### src/rtl/rcu_pll_lock_ctrl.sv
// RCU PLL lock controller: applies PLL configuration, qualifies lock, switches the system clock select.
// Optional automatic lock retry is enabled by defining RCU_LOCK_RETRY_EN.
`ifndef RCU_CLK_CFG_WIDTH
`define RCU_CLK_CFG_WIDTH 8
`endif

module rcu_pll_lock_ctrl #(
   parameter int CFG_WIDTH   = `RCU_CLK_CFG_WIDTH,
   parameter int GUARD_CYC   = 16,
   parameter int STABLE_CYC  = 64,
   parameter int TIMEOUT_CYC = 4096
`ifdef RCU_LOCK_RETRY_EN
   ,
   parameter int RETRY_NUM   = 3
`endif
) (
   input  logic                 clk_i,
   input  logic                 rst_n_i,
   input  logic                 cfg_upd_i,
   input  logic [CFG_WIDTH-1:0] cfg_i,
   input  logic                 pll_lock_i,
   input  logic                 err_clr_i,
   output logic [CFG_WIDTH-1:0] clk_cfg_o,
   output logic                 clk_sel_o,
   output logic                 locked_o,
   output logic                 busy_o,
   output logic                 lock_err_o,
   output logic [1:0]           err_code_o
);

   localparam int GW = $clog2(GUARD_CYC) + 1;
   localparam int SW = $clog2(STABLE_CYC) + 1;
   localparam int TW = $clog2(TIMEOUT_CYC) + 1;

   localparam logic [GW-1:0] GUARD_ZERO = GW'(1'b0);
   localparam logic [GW-1:0] GUARD_ONE  = GW'(1'b1);
   localparam logic [GW-1:0] GUARD_MAX  = {GW{1'b1}};
   localparam logic [GW-1:0] GUARD_LAST = GW'(GUARD_CYC - 1);
   localparam logic [SW-1:0] STB_ZERO   = SW'(1'b0);
   localparam logic [SW-1:0] STB_ONE    = SW'(1'b1);
   localparam logic [SW-1:0] STB_MAX    = {SW{1'b1}};
   localparam logic [SW-1:0] STB_LAST   = SW'(STABLE_CYC - 1);
   localparam logic [TW-1:0] TMO_ZERO   = TW'(1'b0);
   localparam logic [TW-1:0] TMO_ONE    = TW'(1'b1);
   localparam logic [TW-1:0] TMO_MAX    = {TW{1'b1}};
   localparam logic [TW-1:0] TMO_LAST   = TW'(TIMEOUT_CYC - 1);

   localparam logic [1:0] ERR_NONE    = 2'd0;
   localparam logic [1:0] ERR_TIMEOUT = 2'd1;
   localparam logic [1:0] ERR_LOST    = 2'd2;

   typedef enum logic [2:0] {
      ST_REF   = 3'd0,
      ST_GUARD = 3'd1,
      ST_WAIT  = 3'd2,
      ST_RUN   = 3'd3,
      ST_FAIL  = 3'd4
   } state_t;

   state_t               state_r, state_nxt_s;
   logic                 lock_meta_r, lock_sync_r;
   logic [CFG_WIDTH-1:0] shadow_r, shadow_nxt_s;
   logic [CFG_WIDTH-1:0] cfg_r, cfg_nxt_s;
   logic [GW-1:0]        guard_cnt_r, guard_cnt_nxt_s, guard_inc_s;
   logic [SW-1:0]        stb_cnt_r, stb_cnt_nxt_s, stb_inc_s;
   logic [TW-1:0]        tmo_cnt_r, tmo_cnt_nxt_s, tmo_inc_s;
   logic                 sel_r, sel_nxt_s;
   logic                 locked_r, locked_nxt_s;
   logic                 busy_r, busy_nxt_s;
   logic                 err_r, err_nxt_s;
   logic [1:0]           code_r, code_nxt_s;
   logic                 fail_s;
   logic [1:0]           fail_code_s;

   // Counters saturate rather than wrap.
   assign guard_inc_s = (guard_cnt_r == GUARD_MAX) ? guard_cnt_r : guard_cnt_r + GUARD_ONE;
   assign stb_inc_s   = (stb_cnt_r == STB_MAX) ? stb_cnt_r : stb_cnt_r + STB_ONE;
   assign tmo_inc_s   = (tmo_cnt_r == TMO_MAX) ? tmo_cnt_r : tmo_cnt_r + TMO_ONE;

`ifdef RCU_LOCK_RETRY_EN
   localparam int RW = $clog2(RETRY_NUM) + 1;
   localparam logic [RW-1:0] RETRY_ZERO = RW'(1'b0);
   localparam logic [RW-1:0] RETRY_ONE  = RW'(1'b1);
   localparam logic [RW-1:0] RETRY_LIM  = RW'(RETRY_NUM);

   logic [RW-1:0] retry_cnt_r, retry_cnt_nxt_s;
   logic          retry_pend_r, retry_pend_nxt_s;

   // Retry bookkeeping: a failure arms one re-entry into GUARD while retries remain.
   always_comb begin
      retry_cnt_nxt_s  = retry_cnt_r;
      retry_pend_nxt_s = 1'b0;
      if (cfg_upd_i) begin
         retry_cnt_nxt_s = RETRY_ZERO;
      end else if (fail_s) begin
         if (retry_cnt_r < RETRY_LIM) begin
            retry_cnt_nxt_s  = retry_cnt_r + RETRY_ONE;
            retry_pend_nxt_s = 1'b1;
         end else begin
            retry_pend_nxt_s = 1'b0;
         end
      end else if (state_nxt_s == ST_RUN) begin
         retry_cnt_nxt_s = RETRY_ZERO;
      end else begin
         retry_cnt_nxt_s = retry_cnt_r;
      end
   end

   // Retry count and pending flag registers.
   always_ff @(posedge clk_i or negedge rst_n_i) begin
      if (!rst_n_i) begin
         retry_cnt_r  <= RETRY_ZERO;
         retry_pend_r <= 1'b0;
      end else begin
         retry_cnt_r  <= retry_cnt_nxt_s;
         retry_pend_r <= retry_pend_nxt_s;
      end
   end
`endif

   // Two-flop synchronizer for the asynchronous PLL lock.
   always_ff @(posedge clk_i or negedge rst_n_i) begin
      if (!rst_n_i) begin
         lock_meta_r <= 1'b0;
         lock_sync_r <= 1'b0;
      end else begin
         lock_meta_r <= pll_lock_i;
         lock_sync_r <= lock_meta_r;
      end
   end

   // Next-state, counter and output decode.
   always_comb begin
      state_nxt_s     = state_r;
      shadow_nxt_s    = shadow_r;
      cfg_nxt_s       = cfg_r;
      guard_cnt_nxt_s = guard_cnt_r;
      stb_cnt_nxt_s   = stb_cnt_r;
      tmo_cnt_nxt_s   = tmo_cnt_r;
      fail_s          = 1'b0;
      fail_code_s     = ERR_NONE;
      err_nxt_s       = err_r;
      code_nxt_s      = code_r;
      if (cfg_upd_i) begin
         shadow_nxt_s    = cfg_i;
         guard_cnt_nxt_s = GUARD_ZERO;
         state_nxt_s     = ST_GUARD;
      end else begin
         case (state_r)
            ST_REF: state_nxt_s = ST_REF;
            ST_GUARD: begin
               if (guard_cnt_r == GUARD_LAST) begin
                  cfg_nxt_s     = shadow_r;
                  tmo_cnt_nxt_s = TMO_ZERO;
                  stb_cnt_nxt_s = STB_ZERO;
                  state_nxt_s   = ST_WAIT;
               end else begin
                  guard_cnt_nxt_s = guard_inc_s;
               end
            end
            ST_WAIT: begin
               tmo_cnt_nxt_s = tmo_inc_s;
               if (lock_sync_r) begin
                  stb_cnt_nxt_s = stb_inc_s;
               end else begin
                  stb_cnt_nxt_s = STB_ZERO;
               end
               // Qualification takes priority over a coincident timeout.
               if (lock_sync_r && (stb_cnt_r == STB_LAST)) begin
                  state_nxt_s = ST_RUN;
               end else if (tmo_cnt_r == TMO_LAST) begin
                  fail_s      = 1'b1;
                  fail_code_s = ERR_TIMEOUT;
                  state_nxt_s = ST_FAIL;
               end else begin
                  state_nxt_s = ST_WAIT;
               end
            end
            ST_RUN: begin
               if (!lock_sync_r) begin
                  fail_s      = 1'b1;
                  fail_code_s = ERR_LOST;
                  state_nxt_s = ST_FAIL;
               end else begin
                  state_nxt_s = ST_RUN;
               end
            end
            ST_FAIL: begin
`ifdef RCU_LOCK_RETRY_EN
               if (retry_pend_r) begin
                  guard_cnt_nxt_s = GUARD_ZERO;
                  state_nxt_s     = ST_GUARD;
               end else begin
                  state_nxt_s = ST_FAIL;
               end
`else
               state_nxt_s = ST_FAIL;
`endif
            end
            default: state_nxt_s = ST_REF;
         endcase
      end
      sel_nxt_s    = (state_nxt_s == ST_RUN);
      locked_nxt_s = (state_nxt_s == ST_RUN);
      busy_nxt_s   = (state_nxt_s == ST_GUARD) || (state_nxt_s == ST_WAIT);
      if (fail_s) begin
         err_nxt_s  = 1'b1;
         code_nxt_s = fail_code_s;
      end else if (err_clr_i) begin
         err_nxt_s  = 1'b0;
         code_nxt_s = ERR_NONE;
      end else begin
         err_nxt_s  = err_r;
         code_nxt_s = code_r;
      end
   end

   // FSM state register.
   always_ff @(posedge clk_i or negedge rst_n_i) begin
      if (!rst_n_i) begin
         state_r <= ST_REF;
      end else begin
         state_r <= state_nxt_s;
      end
   end

   // Datapath, counters and registered outputs.
   always_ff @(posedge clk_i or negedge rst_n_i) begin
      if (!rst_n_i) begin
         shadow_r    <= {CFG_WIDTH{1'b0}};
         cfg_r       <= {CFG_WIDTH{1'b0}};
         guard_cnt_r <= GUARD_ZERO;
         stb_cnt_r   <= STB_ZERO;
         tmo_cnt_r   <= TMO_ZERO;
         sel_r       <= 1'b0;
         locked_r    <= 1'b0;
         busy_r      <= 1'b0;
         err_r       <= 1'b0;
         code_r      <= ERR_NONE;
      end else begin
         shadow_r    <= shadow_nxt_s;
         cfg_r       <= cfg_nxt_s;
         guard_cnt_r <= guard_cnt_nxt_s;
         stb_cnt_r   <= stb_cnt_nxt_s;
         tmo_cnt_r   <= tmo_cnt_nxt_s;
         sel_r       <= sel_nxt_s;
         locked_r    <= locked_nxt_s;
         busy_r      <= busy_nxt_s;
         err_r       <= err_nxt_s;
         code_r      <= code_nxt_s;
      end
   end

   assign clk_cfg_o  = cfg_r;
   assign clk_sel_o  = sel_r;
   assign locked_o   = locked_r;
   assign busy_o     = busy_r;
   assign lock_err_o = err_r;
   assign err_code_o = code_r;

endmodule
### config.mk
export PLATFORM = sky130hd
export DESIGN_NAME = rcu_pll_lock_ctrl
export DESIGN_NICKNAME = d
export VERILOG_FILES = /design/src/rtl/rcu_pll_lock_ctrl.sv
export SDC_FILE = /design/constraint.sdc
export NUM_CORES = 1
export LEC_CHECK = 0
export CORE_ASPECT_RATIO = 0.7
export CORE_MARGIN = 1
export CORE_UTILIZATION = 25
export CTS_BUF_LIST = sky130_fd_sc_hd__clkbuf_8
export DETAILED_ROUTE_END_ITERATION = 7
export PLACE_DENSITY = 0.51
export SLEW_MARGIN = 40
export SYNTH_ARGS = -nofsm -noshare
export SYNTH_HDL_FRONTEND = slang
export SYNTH_SLANG_ARGS = --single-unit
### constraint.sdc
create_clock -name clk_i -period 1.9 [get_ports clk_i]
set_input_delay 0.57 -clock clk_i [delete_from_list [all_inputs] [get_ports clk_i]]
set_output_delay 0.57 -clock clk_i [all_outputs]
set_load 0.005 [all_outputs]
==> metrics.cfg <==
[placed_design]
port_buffers=26
dp_slack_ns=-0.428
gp_congestion=0.818
dp_hpwl_um=4300

[timing]
hold-worst-slack_ns=0.213
finalClockSkew_ns=0.00977
finalHoldViolCount=0
setup_viol_count_final=12
fmax_mhz=501
period_share_pct=105
slew_headroom_pct=76.8
fin_crit_ns=2.00
slew_viol_final=0
worstMarginPinSlew_ns=0.345
rsz0062_at_grt=true
setup_ws_ns=-0.0962

[route]
drtIter0Drc=105
wl_per_cell_um=14.1
num_vias=2168
routed_wl_um=6490
drcViolationCount=0
drtAntennaViolNets=0
via_per_inst=4.72
drt_first_pass_iters=4

[synth]
syn_area_sq_um=2560
yosys_warnings=0
ys.flop_type=dfrtp_1
synth_enable_flop_cells=0
ys_ff_latch=51
syn_nets=276
syn_area_per_cell_sq_um=9.94
ys_async_sr_fraction_pct=100
synthCells=258
ys_seq_area_share_pct=49.8
ys_types=48

[floorplanning]
start_util_pct=26.1
io_pins=27
die-area_sq_um=10700
core_area_sq_um=9830
die_h_um=86.7
die_w_um=123
rows=30

[cts]
htree_num_levels=2
clock_sinks=51
cts_buffers=5
cts_tree=done
cts_root_buf=clkbuf_8
cts_buffer_depth=2
clock_latency_ns=0.32
ctsHoldBuffers=0
clk_pin_slew_ns=0.11

[worst_setup_path]
crit_type=reg -> reg
start_kind=register
worst_ep_arrival_time_ns=2.24
cp-end-kind=register
path_max_fanout=4
cp.required_ns=2.14
ff2ff_setup_slack_ns=-0.1

[grt]
grtUsageMet3_pct=3.22
antenna_found_initial=0
grt_pass1_wl_um=10300
met2_usage_pct=16.3
grt_max_degree=52
grt_overflow=0
grt_pass1_vias=2010
grt.met1_usage_pct=19.7
busiest_layer=met1
grt_usage_pct=12.5

[flow_run]
cap_viol_max_count=0

[final_layout]
fin_util_pct=36.8
fill_cells=1012
diodes=0
fin_nets=348
drive_gt1_share_pct=34.1
syn_to_final_growth_pct=41.3

[power_and_ir_drop]
ir_drop_mv=0.297
cellPowerDensity_nw_per_um2=545
total_leakage_power_nw=1.55
power_mw=1.97

[outcome]
violations=negative setup slack
status=finished with violations

[hold_path]
hold_path.class=in -> async

[critical path, cell delays in order (launching register included)]
cell,delay [ns]
dfrtp_1,0.40
ha_2,0.20
and3_4,0.16
ha_4,0.15
or4b_4,0.50
nor2_4,0.14
buf_4,0.12
buf_6,0.09
nor2_2,0.04
a211oi_2,0.13
[state kept, by name (all words and copies together) (netlist names)]
signal and flops:
stb_cnt_r 7, lock_sync_r 1, clk_cfg_o 8, lock_err_o 1, guard_cnt_r 5, locked_o 1, shadow_r 8, busy_o 1
err_code_o 2, state_r 3, tmo_cnt_r 13, lock_meta_r 1
[layout make-up]
type / instances / area, sq um / share of cell area, %
Clock inverter: 3 / 27.5 / 0.760
Multi-Input combinational cell: 190 / 1400 / 38.6
Tap cell: 128 / 160 / 4.42
Timing Repair Buffer: 77 / 672 / 18.5
Sequential cell: 51 / 1280 / 35.2
Inverter: 5 / 18.8 / 0.518
Clock buffer: 5 / 68.8 / 1.90
[routing by layer]
metal / wire, um / share of wire (%)
met4: 71 / 1.1
met2: 2640 / 41
met3: 405 / 6.2
met5: 0 / 0
met1: 3380 / 52
[timing repair]
item,in CTS,in global routing
buffers inserted,4,2
endpoints found under the hold margin,0,0
gates resized for setup,13,38
endpoints found under the setup margin,23,31
pin swaps,20,4
gates cloned,1,0
[worst paths after layout]
path,to,depth (start not counted),startpoint
hold reg to reg,lock_sync_r,0,lock_meta_r
max in group asynchronous,err_code_o[1],2,rst_n_i
setup reg to reg,guard_cnt_r[4],9,guard_cnt_r[0]
hold / removal,shadow_r[3],2,rst_n_i
setup / recovery,guard_cnt_r[4],9,guard_cnt_r[0]
min in group clk_i,lock_sync_r,0,lock_meta_r
[where the power goes]
group          total (mW)  switching, mW  internal, mW
logic               0.142         0.0655        0.0767
clock network       0.698          0.423         0.274
registers            1.13         0.0193          1.11
[logic make-up after synthesis]
group	count (synthesis)	share of synthesized area [%]
AOI/OAI and AO/OA	41	10.7
xor gates and xnor gates	3	1.02
adders and majority gates	5	2.44
buffers and inverters	17	3.41
DFF	51	49.8
muxes	13	5.46
and+or+nand+nor	128	27.2
[Yosys cell counts (2+ instances only)]
| master | n | share of area [%] |
|---|---|---|
| nand3_1 | 10 | 2.0 |
| o31ai_1 | 11 | 3.2 |
| nand4_1 | 7 | 1.7 |
| nor2_1 | 17 | 2.5 |
| or2_1 | 2 | 0.49 |
| a31oi_1 | 2 | 0.49 |
| buf_4 | 3 | 0.88 |
| inv_1 | 5 | 0.73 |
| or4_1 | 6 | 1.8 |
| mux2i_1 | 5 | 2.0 |
| nor3b_1 | 2 | 0.59 |
| nand2b_1 | 10 | 2.4 |
| buf_2 | 4 | 0.78 |
| or3_1 | 3 | 0.73 |
| o21bai_1 | 2 | 0.59 |
| nand2_1 | 47 | 6.9 |
| o21ai_0 | 10 | 2.0 |
| and3_1 | 3 | 0.73 |
| ha_1 | 5 | 2.4 |
| o41ai_1 | 2 | 0.68 |
| xor2_1 | 2 | 0.68 |
| nor3_1 | 3 | 0.59 |
| mux2_2 | 8 | 3.5 |
| a21oi_1 | 9 | 1.8 |
| clkbuf_1 | 3 | 0.44 |
| dfrtp_1 | 51 | 50 |
| nor4_1 | 4 | 0.98 |
| nor2_4 | 2 | 0.88 |
[cell usage in the layout (no fill, tap or decap), types with 2 or more instances in the layout]
cell / n
dfrtp_1: 51
nand2_1: 46
buf_4: 44
clkdlybuf4s50_1: 24
nor2_1: 15
nand3_1: 10
nand2b_1: 10
mux2_2: 8
nand4_1: 7
or4_4: 6
buf_6: 6
inv_1: 5
o31ai_2: 5
mux2i_1: 5
o21ai_0: 5
a21oi_2: 5
o31ai_1: 5
o21ai_1: 5
clkbuf_8: 5
a21oi_1: 4
nor3_1: 3
or3_1: 3
nor4_4: 3
and3_1: 2
a31oi_1: 2
nor2_4: 2
xor2_1: 2
nor2_2: 2
ha_2: 2
ha_1: 2
[stage by stage]
step / cell area (sq um) / cells / TNS (ns)
after global placement: 3290 / 446 / -9.05
after global routing: 3620 / 459 / -1.79
final: 3620 / 459 / -0.393
after floorplan: 2590 / 258 / -0.284
after CTS: 3460 / 458 / -0.374
after detailed placement: 3290 / 446 / -9.81
Note: power is estimated with default switching activity, not from simulation.
